**config.mk**
```make
export PLATFORM = sky130hd
export DESIGN_NAME = permute_map
export DESIGN_NICKNAME = d
export VERILOG_FILES = /design/src/rtl/encrypter_v2_pkg.sv /design/src/rtl/permute_chunk_gather.sv /design/src/rtl/permute_map.sv
export SDC_FILE = /design/constraint.sdc
export NUM_CORES = 1
export LEC_CHECK = 0
export CORE_UTILIZATION = 45
export CTS_CLUSTER_SIZE = 30
export DETAILED_ROUTE_END_ITERATION = 12
export GPL_TIMING_DRIVEN = 0
export PLACE_DENSITY_LB_ADDON = 0.3
export SYNTH_ARGS = -nofsm -noshare
export SYNTH_HDL_FRONTEND = slang
export SYNTH_HIERARCHICAL = 1
export SYNTH_SLANG_ARGS = --single-unit
```
**constraint.sdc**
```tcl
create_clock -name clk -period 4.8 [get_ports clk]
set_clock_uncertainty 0.15 [all_clocks]
set_input_delay 1.2 -clock clk [delete_from_list [all_inputs] [get_ports clk]]
set_output_delay 1.2 -clock clk [all_outputs]
set_load 0.02 [all_outputs]
```
**src/rtl/encrypter_v2_pkg.sv**
```systemverilog
// Shared types and index math for the v2 encrypter permutation stages.
// perm_idx is the single definition of the forward bit mapping P(i).
package encrypter_v2_pkg;

    localparam int BLOCK_W    = 64;
    localparam int IDX_W      = 6;
    localparam int DEF_MULT   = 29;
    localparam int DEF_OFFSET = 7;

    typedef enum logic [1:0] {
        IDLE = 2'd0,
        RUN  = 2'd1,
        DONE = 2'd2
    } state_e;

    // P(i) = (mult*i + offset) mod 64; the product is truncated to the index width.
    function automatic logic [IDX_W-1:0] perm_idx(input logic [IDX_W-1:0] i,
                                                  input int unsigned       mult,
                                                  input int unsigned       offset);
        logic [31:0] full;
        full = (32'(i) * mult) + offset;
        return full[IDX_W-1:0];
    endfunction

endpackage

```
**src/rtl/permute_chunk_gather.sv**
```systemverilog
// Combinational gather of one CHUNK-wide slice of the permuted block.
// Output bit b of chunk k is block[P(k*CHUNK + b)].
module permute_chunk_gather
    import encrypter_v2_pkg::*;
#(
    parameter int CHUNK  = 8,
    parameter int MULT   = DEF_MULT,
    parameter int OFFSET = DEF_OFFSET
) (
    input  logic [0:BLOCK_W-1] i_block,
    input  logic [IDX_W-1:0]   i_chunk_idx,
    output logic [0:CHUNK-1]   o_bits
);

    // NOTE: every output of an always_comb gets a default first so no path can infer a latch.
    always_comb begin
        o_bits = '0;
        for (int b = 0; b < CHUNK; b++) begin
            o_bits[b] = i_block[perm_idx(IDX_W'((32'(i_chunk_idx) * CHUNK) + b), MULT, OFFSET)];
        end
    end

endmodule

```
**src/rtl/permute_map.sv**
```systemverilog
// Forward bit-permutation stage: captures a block on set, builds the permuted
// block CHUNK bits per cycle, then publishes it with a done flag.
module permute_map
    import encrypter_v2_pkg::*;
#(
    parameter int CHUNK  = 8,
    parameter int MULT   = DEF_MULT,
    parameter int OFFSET = DEF_OFFSET
) (
    input  logic               clk,
    input  logic               rst,
    input  logic               set,
    input  logic [0:BLOCK_W-1] data_in,
    output logic               status,
    output logic [0:BLOCK_W-1] data_out
);

    localparam int N = BLOCK_W / CHUNK;

    generate
        if (!(CHUNK == 1 || CHUNK == 2 || CHUNK == 4 || CHUNK == 8 ||
              CHUNK == 16 || CHUNK == 32 || CHUNK == 64)) begin : g_bad_chunk
            $error("permute_map: CHUNK must be a power of two in 1..64");
        end
        if ((MULT % 2) == 0) begin : g_bad_mult
            $error("permute_map: MULT must be odd for the mapping to be a bijection");
        end
        if (OFFSET < 0 || OFFSET > 63) begin : g_bad_offset
            $error("permute_map: OFFSET must lie in 0..63");
        end
    endgenerate

    state_e             r_state;
    state_e             w_state_next;
    logic [IDX_W-1:0]   r_count;
    logic [0:BLOCK_W-1] r_capture;
    logic [0:BLOCK_W-1] r_shadow;
    logic [0:BLOCK_W-1] r_data_out;
    logic               r_status;

    logic               w_capture;
    logic               w_step;
    logic               w_last;
    logic [0:CHUNK-1]   w_chunk;
    logic [0:BLOCK_W-1] w_shadow_next;

    permute_chunk_gather #(
        .CHUNK  (CHUNK),
        .MULT   (MULT),
        .OFFSET (OFFSET)
    ) u_gather (
        .i_block     (r_capture),
        .i_chunk_idx (r_count),
        .o_bits      (w_chunk)
    );

    always_comb begin
        w_state_next = r_state;
        w_capture    = 1'b0;
        w_step       = 1'b0;
        w_last       = 1'b0;
        case (r_state)
            IDLE, DONE: begin
                if (set) begin
                    w_capture    = 1'b1;
                    w_state_next = RUN;
                end
            end
            RUN: begin
                w_step = 1'b1;
                if (r_count == IDX_W'(N - 1)) begin
                    w_last       = 1'b1;
                    w_state_next = DONE;
                end
            end
            default: w_state_next = IDLE;
        endcase
    end

    // Shadow with the current chunk merged, so the final edge can publish it directly.
    always_comb begin
        w_shadow_next = r_shadow;
        for (int b = 0; b < BLOCK_W; b++) begin
            if ((b / CHUNK) == int'(r_count)) begin
                w_shadow_next[b] = w_chunk[b % CHUNK];
            end
        end
    end

    // NOTE: sequential state is assigned with <= so every register sees pre-edge values.
    always_ff @(posedge clk) begin
        if (rst) begin
            r_state <= IDLE;
        end else begin
            r_state <= w_state_next;
        end
    end

    // NOTE: the capture and shadow registers are reset too, so no X can reach data_out.
    always_ff @(posedge clk) begin
        if (rst) begin
            r_count    <= '0;
            r_capture  <= '0;
            r_shadow   <= '0;
            r_data_out <= '0;
            r_status   <= 1'b0;
        end else begin
            if (w_capture) begin
                r_capture <= data_in;
                r_count   <= '0;
                r_status  <= 1'b0;
            end
            if (w_step) begin
                r_shadow <= w_shadow_next;
                r_count  <= r_count + 1'b1;
            end
            if (w_last) begin
                r_data_out <= w_shadow_next;
                r_status   <= 1'b1;
                r_count    <= '0;
            end
        end
    end

    assign status   = r_status;
    assign data_out = r_data_out;

endmodule

```
==> flow_summary.ini, run 1 <==
[clock_tree]
cts_sinks = 193
clockBufferDepth = 2
cts_buffers = 17
ctsHoldBuffers = 0
htree_num_levels = 4
clk_latency_ps = 440
clkTransAtPathRegs_ps = 70
cts_tree = built
clockRootBuffer = clkbuf_16

[sta]
tns_ps = 0
layout_min_cycle_time_ps = 4590
final-hold-violation-count = 0
setup_viol = 0
fin_hold_ws_ps = 303
period_share_pct = 95.7
grt_setup_unrepaired = no
fmax_ghz = 0.218
worstMarginPinSlew_ps = 891
slew_headroom_pct = 40.6
drv_slew = 0

[setup_path]
slowest_delay_ps = 670
reg2reg_slack_ps = 210
crit_type = register to register
worstPathRequired_ps = 5030
reg2reg_from = r_count[0]
start_kind = register
crit_buf_inv = 6
path_depth = 12
cp_slowest_cell = clkbuf_1
worstPathArrival_ps = 4830
critPathTopFamily = buffers and inverters
cp-end-kind = register
cp_max_fo = 11
timing.rr.end = data_out[52]
cpMostUsedCell = buf_4
worstPathCellList = buf_4, buf_4, inv_1, ha_1, buf_2, buf_1, mux4_2, mux2_2, clkbuf_1, or4bb_1, nor4_1, a221o_1
rr_worst_depth = 12

[synth]
ys_seq_elements = 193
syn_area_per_cell_um2 = 8.40
synth_cell_type_count = 45
ys_async_sr_fraction_pct = 0
synth_edf_count = 0
ys_seq_area_share_pct = 47.2
yosys_warnings = 6
syn_inst = 974
syn_area_mm2 = 0.00818
synth_nets = 1049
synth_ff_type = dfxtp_1

[final_layout]
mostFrequentLayoutCell = dfxtp_1
syn2layout_area_growth_pct = 27.5
fin_util_pct = 59.5
antennaDiodeCount = 0
nNetsFinal = 1198
most-common-layout-cells = dfxtp_1 (193), a21oi_1 (171), nand2_1 (139)
drive_above_1_share_pct = 7.40

[routing]
drt_first_pass_iters = 6
avgViaCountPerCell = 5.74
drtAntennaViolNets = 0
drt-wirelength-per-cell_um = 17.4
vias = 7811
drt_wl_total_um = 23700
drt_iter0_markers = 669
drc = 0

[power_and_ir_drop]
p_leak_nw = 3.43
peakVddDrop_uv = 278
power_density_mw_per_mm2 = 346

[placement]
numPortBuffers = 131
gp_congestion = 0.877
hpwlAfterDp_um = 16400

[min_path]
hold_end = r_capture[26]
hp-start = r_capture[26]
hold_class = register to register
min_path_cells = 2

[die]
fp.dieW_um = 137
num_rows = 48
start_util_pct = 46.6
fp.dieArea_mm2 = 0.0187
die_h_um = 137
io_pins = 132
coreArea_mm2 = 0.0175

[global_route]
grt_pass1_vias = 7305
grt_max_degree = 17
overflow = 0
antenna_found_initial = 0
grt_usage_pct = 26.4
grt_first_pass_wirelength_um = 37600

[job]
drv_cap = 0

[outcome]
outcome = complete, no violations
what timing repair did:
| action | 4_1_cts | 5_1_grt |
|---|---|---|
| endpoints found under the setup margin | 0 | 1 |
| buffers inserted | 0 | 0 |
| resized for setup | 0 | 0 |
worst register-to-register path: cells and delay by family, from the launching register on:
kind | cells | cell delay [ps]
buffers and inverters | 6 | 2070
AOI/OAI and AO/OA | 1 | 140
and+or+nand+nor | 2 | 730
muxes | 2 | 530
adders and majority gates | 1 | 270
DFF | 1 | 650
worst max-delay path by stage:
stage	from	endpoint	slack, ps
after floorplan	r_count[0]	data_out[51]	1350
final	r_count[0]	data_out[52]	210
after global routing	r_count[0]	data_out[52]	4
after CTS	r_count[0]	data_out[51]	290
after detailed placement	r_count[0]	data_out[51]	300
after global placement	r_count[0]	data_out[53]	380
final cells by class:
cell class,instances,area (µm²)
fill,1637,7110
clock inverter,11,200
timing repair buffer,131,1310
clock buffer,20,457
inverter,22,82.6
sequential,193,3860
tap,225,282
multi-input combinational,656,3810
buffer,102,419
kinds of logic after synthesis:
group           synth area share (%)
simple gates                    18.9
compound gates                  20.2
flops                           47.2
buf+inv                         6.18
mux                             5.26
xor+xnor                        1.06
fa+ha+maj                       1.22
per-layer routing:
metal / GRT usage [%] / up-vias / wire length, µm
met5: 0 / - / 0
li1: - / 3747 / -
met2: 42.2 / 343 / 11100
met3: 5.37 / 42 / 1910
met1: 34.4 / 3679 / 10100
met4: 11.5 / 0 / 603
report_power, final:
group	internal, mW	switching [mW]	total [mW]	leakage (nW)
Clock	0.955	0.626	1.58	0.313
Sequential	1.64	0.0266	1.67	1.56
Combinational	0.139	0.225	0.364	1.55
Total	2.73	0.878	3.61	3.43
stage by stage:
stage / total power, mW / cell area, µm² / setup WS [ps] / std cells
2_1_floorplan: 1.90 / 8180 / 1350 / 974
3_3_place_gp: 2.05 / 9770 / 378 / 1330
3_5_place_dp: 2.06 / 9770 / 296 / 1330
4_1_cts: 3.61 / 10400 / 288 / 1361
5_1_grt: 3.71 / 10400 / 3.92 / 1360
6_report: 3.61 / 10400 / 205 / 1360
registers in the layout, indices dropped and copies added (netlist names):
name and cells:
data_out 64, r_capture 64, r_count 6, r_shadow 56, r_state 2, status 1
cells in the mapped netlist (8+ instances only):
master    count  share of area, %
buf_1        13              0.60
nor2b_1       9              0.69
nand3_1     113               6.9
inv_1        22               1.0
clkbuf_1     70               3.2
mux4_2       13               3.6
ha_1          8               1.2
a21oi_1     171                10
o21ai_0     102               6.2
dfxtp_1     193                47
nand4_1      13              0.99
o221ai_1     18               1.9
buf_2        17               1.0
nand2_1     139               6.4
mux2_2        9               1.2
(Power assumes the default switching activity.)
==> run 2, diff against run 1 <==
SETUP_SLACK_MARGIN = 0.3   (was default)
==> flow_summary.ini, run 2 (same netlist as run 1, synthesis figures left out) <==
[outcome]
outcome = complete, no violations

[placement]
gp_congestion = 0.877
numPortBuffers = 131
hpwlAfterDp_um = 16400
placed_area_mm2 = 0.00977

[die]
coreArea_mm2 = 0.0175
start_util_pct = 46.6
num_rows = 48
fp.dieW_um = 137
io_pins = 132
fp.dieArea_mm2 = 0.0187
die_h_um = 137

[power_and_ir_drop]
p_comb_share_pct = 10.1
peakVddDrop_uv = 276
pwr-share-seq_pct = 46.2
p_int_mw = 2.73
p_switching_mw = 0.872
p_leak_nw = 3.43
switching_share_pct = 24.2
clock_power_share_pct = 43.7
power_density_mw_per_mm2 = 346

[clock_tree]
clockRootBuffer = clkbuf_16
clkTransAtPathRegs_ps = 70
cts_resized = 0
htree_num_levels = 4
cts_tree = built
clockBufferDepth = 2
clk_latency_ps = 440
ctsHoldBuffers = 0
cts_buffers = 17
cts_sinks = 193

[setup_path]
cp_slowest_cell = dfxtp_1
timing.rr.end = data_out[46]
rr_worst_depth = 11
critPathTopFamily = buffers and inverters
cpMostUsedCell = buf_4
worstPathArrival_ps = 4410
worstPathCellList = buf_4, buf_4, inv_1, ha_1, buf_2, buf_1, mux4_2, mux2_2, clkbuf_1, nand3_1, o221ai_1
cp-end-kind = register
cp_max_fo = 11
reg2reg_slack_ps = 580
reg2reg_from = r_count[0]
worstPathRequired_ps = 4980
start_kind = register
crit_type = register to register
slowest_delay_ps = 640
crit_buf_inv = 6

[sta]
drv_slew = 0
setup_viol = 0
slew_headroom_pct = 48.6
grt_setup_unrepaired = no
layout_min_cycle_time_ps = 4220
final-hold-violation-count = 0
period_share_pct = 88.0
worstMarginPinSlew_ps = 771
fmax_ghz = 0.237
tns_ps = 0

[min_path]
hold_class = register to register
min_path_cells = 2
hp-start = r_capture[26]
hold_end = r_capture[26]

[final_layout]
antennaDiodeCount = 0
most-common-layout-cells = dfxtp_1 (193), a21oi_1 (171), nand2_1 (139)
drive_above_1_share_pct = 7.42
nNetsFinal = 1195
mostFrequentLayoutCell = dfxtp_1
fill_cells = 1641
stdcell_area_mm2 = 0.0104
syn2layout_area_growth_pct = 27.3

[routing]
drt-wirelength-per-cell_um = 17.4
drt_wl_total_um = 23600
drt_first_pass_iters = 5
avgViaCountPerCell = 5.75
drtAntennaViolNets = 0
drc = 0
drt_iter0_markers = 656
vias = 7796

[global_route]
grt_first_pass_wirelength_um = 37600
grt_max_degree = 17
grt_usage_pct = 26.4
overflow = 0
grt_pass1_vias = 7305
antenna_found_initial = 0

[job]
drv_cap = 0
## run 2: cell types whose count changed in the layout (fill, tap and decap cells not counted), sizes merged
cell and delta:
clkbuf -3
## run 2: stage by stage
step	hold WS, ps	instances	utilization, %	setup slack (ps)	total power, mW
6_report	303	1357	59.4	578	3.60
4_1_cts	303	1360	59.5	317	3.61
5_1_grt	329	1357	59.4	410	3.71
3_5_place_dp	293	1330	55.7	296	2.06
2_1_floorplan	282	974	-	1350	1.90
3_3_place_gp	290	1330	55.7	378	2.05
## run 2: worst max-delay path by stage
| stage | slack [ps] | startpoint | end | cells past startpoint |
|---|---|---|---|---|
| 2_1_floorplan | 1350 | r_count[0] | data_out[51] | 12 |
| 3_3_place_gp | 380 | r_count[0] | data_out[53] | 12 |
| 3_5_place_dp | 300 | r_count[0] | data_out[51] | 12 |
| 4_1_cts | 320 | r_count[0] | data_out[53] | 12 |
| 5_1_grt | 410 | r_count[0] | data_out[52] | 11 |
| 6_report | 580 | r_count[0] | data_out[46] | 11 |
## run 2: area by class of cell
| class | count | area (µm²) | share of cell area, % |
|---|---|---|---|
| buffer | 99 | 408 | 3.92 |
| clock buffer | 20 | 457 | 4.38 |
| clock inverter | 11 | 200 | 1.92 |
| inverter | 22 | 82.6 | 0.793 |
| multi-input combinational | 656 | 3810 | 36.6 |
| sequential | 193 | 3860 | 37.1 |
| tap | 225 | 282 | 2.70 |
| timing repair buffer | 131 | 1310 | 12.6 |
## run 2: metal layers
layer / routed length, µm / track usage [%] / vias to the layer above
met5: 0 / 0 / -
met4: 687 / 11.8 / 0
met3: 1810 / 5.41 / 51
met2: 11000 / 42.0 / 343
met1: 10100 / 34.4 / 3660
li1: - / - / 3742
## run 2: timing repair
item / in CTS / in global routing
cloned: 0 / 0
hold endpoints to repair: 0 / 0
setup endpoints to repair: 1 / 3
buffers inserted: 0 / 0
## run 2: worst reg2reg max path, cell delays in order, from the launching register on
cell and delay (ps):
dfxtp_1 640, buf_4 330, buf_4 220, inv_1 80, ha_1 270, buf_2 220, buf_1 550, mux4_2 350
mux2_2 150, clkbuf_1 580, nand3_1 280, o221ai_1 290
## run 2: power groups by stage
stage	logic (mW)	clock network, mW	registers [mW]
floorplan	0.209	0	1.69
global placement	0.352	0	1.70
detailed placement	0.355	0	1.70
CTS	0.357	1.59	1.66
global route	0.390	1.65	1.67
finish	0.363	1.58	1.67
==> run 3, diff against run 2 <==
--- a/config.mk
+++ b/config.mk
@@ -6,4 +6,5 @@
 export NUM_CORES = 1
 export LEC_CHECK = 0
+export ABC_AREA = 1
 export CORE_UTILIZATION = 45
 export CTS_CLUSTER_SIZE = 30
==> constraint.sdc (replaced) <==
create_clock -name clk -period 4.8 [get_ports clk]
set_clock_uncertainty 0.15 [all_clocks]
set_input_delay 0.72 -clock clk [delete_from_list [all_inputs] [get_ports clk]]
set_output_delay 0.72 -clock clk [all_outputs]
set_load 0.02 [all_outputs]
==> flow_summary.ini, run 3 <==
[outcome]
outcome = complete, no violations

[synth]
ys_top_cells_by_area = dfxtp_1 (43%), nand2_1 (16%), nor2_1 (11%)
synth_top_family_by_area = simple AND/OR/NAND/NOR gates
synth_common_cells = nand2_1 (385), nor2_1 (257), dfxtp_1 (193)
yosys_warnings = 6
ys_async_sr_fraction_pct = 0
synth_edf_count = 0
ys_seq_area_share_pct = 43.4
syn_area_mm2 = 0.00891
synth_cell_type_count = 28
ys_seq_elements = 193
synth_xor_area_share_pct = 0.197
synthAdderAreaFrac_pct = 1.12
yosysTopAreaCell = dfxtp_1
syn_inst = 1336
yosysMostFrequentCell = nand2_1
synth-compound-area-share_pct = 5.25
synth_top_area_share_pct = 43.4
synth_nets = 1411
syn_area_per_cell_um2 = 6.67
synth-simple-area-share_pct = 41.7
synth_ff_type = dfxtp_1
muxShareOfSynthArea_pct = 0

[clock_tree]
cts_buffers = 17
clkTransAtPathRegs_ps = 70
clockBufferDepth = 2
cts_tree = built
clk_latency_ps = 450
ctsHoldBuffers = 0
cts_sinks = 193
clockRootBuffer = clkbuf_16
htree_num_levels = 4
cts_setup_buffers = 0
cts_resized = 0

[die]
die_h_um = 143
coreArea_mm2 = 0.0195
fp.dieArea_mm2 = 0.0204
num_rows = 51
fp.dieW_um = 143
io_pins = 132
start_util_pct = 45.8

[min_path]
hp-start = data_out[10]
min_path_cells = 2
hold_end = data_out[10]
hold_class = register to register

[setup_path]
cp-end-kind = register
worstPathRequired_ps = 5040
rr_worst_depth = 14
timing.rr.end = r_shadow[10]
cp_max_fo = 10
reg2reg_slack_ps = 1370
reg2reg_from = r_count[0]
worstPathArrival_ps = 3670
start_kind = register
crit_type = register to register

[placement]
gp_congestion = 0.837
numPortBuffers = 130
placed_area_mm2 = 0.0105
hpwlAfterDp_um = 17600

[routing]
vias = 9096
drc = 0
drt_first_pass_iters = 6
drtAntennaViolNets = 0
avgViaCountPerCell = 5.16
drt_iter0_markers = 787
drt-wirelength-per-cell_um = 14.1
drt_wl_total_um = 24800

[final_layout]
antennaDiodeCount = 0
stdcell_area_mm2 = 0.0112
most-common-layout-cells = nand2_1 (385), nor2_1 (257), dfxtp_1 (193)
nNetsFinal = 1560
fill_cells = 1851
mostFrequentLayoutCell = nand2_1
regArea_mm2 = 0.00386
syn2layout_area_growth_pct = 25.6
multiInputGateArea_mm2 = 0.00430
drive_above_1_share_pct = 5.81

[sta]
layout_min_cycle_time_ps = 3430
slew_headroom_pct = 55.1
tns_ps = 0
worstMarginPinSlew_ps = 673
fmax_ghz = 0.292
final-hold-violation-count = 0
grt_setup_unrepaired = no
setup_viol = 0
period_share_pct = 71.4
drv_slew = 0

[power_and_ir_drop]
peakVddDrop_uv = 257
p_leak_nw = 5.35
power_density_mw_per_mm2 = 344

[global_route]
grt_max_degree = 19
grt_pass1_vias = 8232
grt_usage_pct = 25.4
grt_first_pass_wirelength_um = 40500
overflow = 0
antenna_found_initial = 0

[job]
drv_cap = 0
-- run 3: final cells by class --
cell class / count / share of cell area [%]
sequential: 193 / 34.5
clock buffer: 17 / 3.80
timing repair buffer: 130 / 11.6
buffer: 95 / 4.04
inverter: 77 / 2.58
clock inverter: 15 / 1.98
multi-input combinational: 971 / 38.5
tap: 265 / 2.96
-- run 3: per-layer routing --
layer	global-route usage, %	up-vias	part of all wire [%]
li1	-	4578	-
met1	33.8	4102	46
met2	40.9	361	44
met3	4.33	55	6.8
met4	10.0	0	2.8
met5	0	-	0
-- run 3: worst max-delay path, cell delays in order (launching register included) --
cell and delay [ps]:
dfxtp_1 510, buf_6 200, inv_2 100, ha_1 410, nor2_2 250, buf_2 310
nand2_1 100, nand4_1 160, nand3_1 110, nand2_1 70, clkbuf_1 470, nand4_1 240
nand3_1 160, nand2_1 70, inv_1 50
-- run 3: worst max-delay path by stage --
stage	startpoint	endpoint	slack [ps]	cells past startpoint
after floorplan	r_count[0]	r_shadow[25]	2360	14
after global placement	r_count[1]	data_out[21]	1520	13
after detailed placement	r_count[0]	r_shadow[21]	1480	14
after CTS	r_count[0]	r_shadow[21]	1450	14
after global routing	r_count[1]	data_out[21]	1120	13
final	r_count[0]	r_shadow[10]	1370	14
-- run 3: through the flow --
stage	util (%)	power (mW)	cells	setup WS, ps	hold slack [ps]
6_report	57.5	3.85	1763	1370	319
4_1_cts	57.5	3.86	1763	1450	323
3_5_place_dp	54.2	2.31	1731	1480	311
2_1_floorplan	-	2.12	1336	2360	322
3_3_place_gp	54.2	2.30	1731	1520	309
5_1_grt	57.5	4.01	1763	1120	333
-- run 3: cells by family (layout without fill, tap and decap cells) --
logic type / count (synthesis) / after routing
adders and majority gates: 8 / 8
DFF: 193 / 193
xor gates and xnor gates: 2 / 2
AOI/OAI and AO/OA: 88 / 88
buffers and inverters: 172 / 334
and+or+nand+nor: 873 / 873
-- run 3: report_power, final --
part / switching, mW / total [mW] / internal (mW)
Combinational: 0.353 / 0.550 / 0.197
Clock: 0.675 / 1.57 / 0.892
Sequential: 0.0473 / 1.74 / 1.69
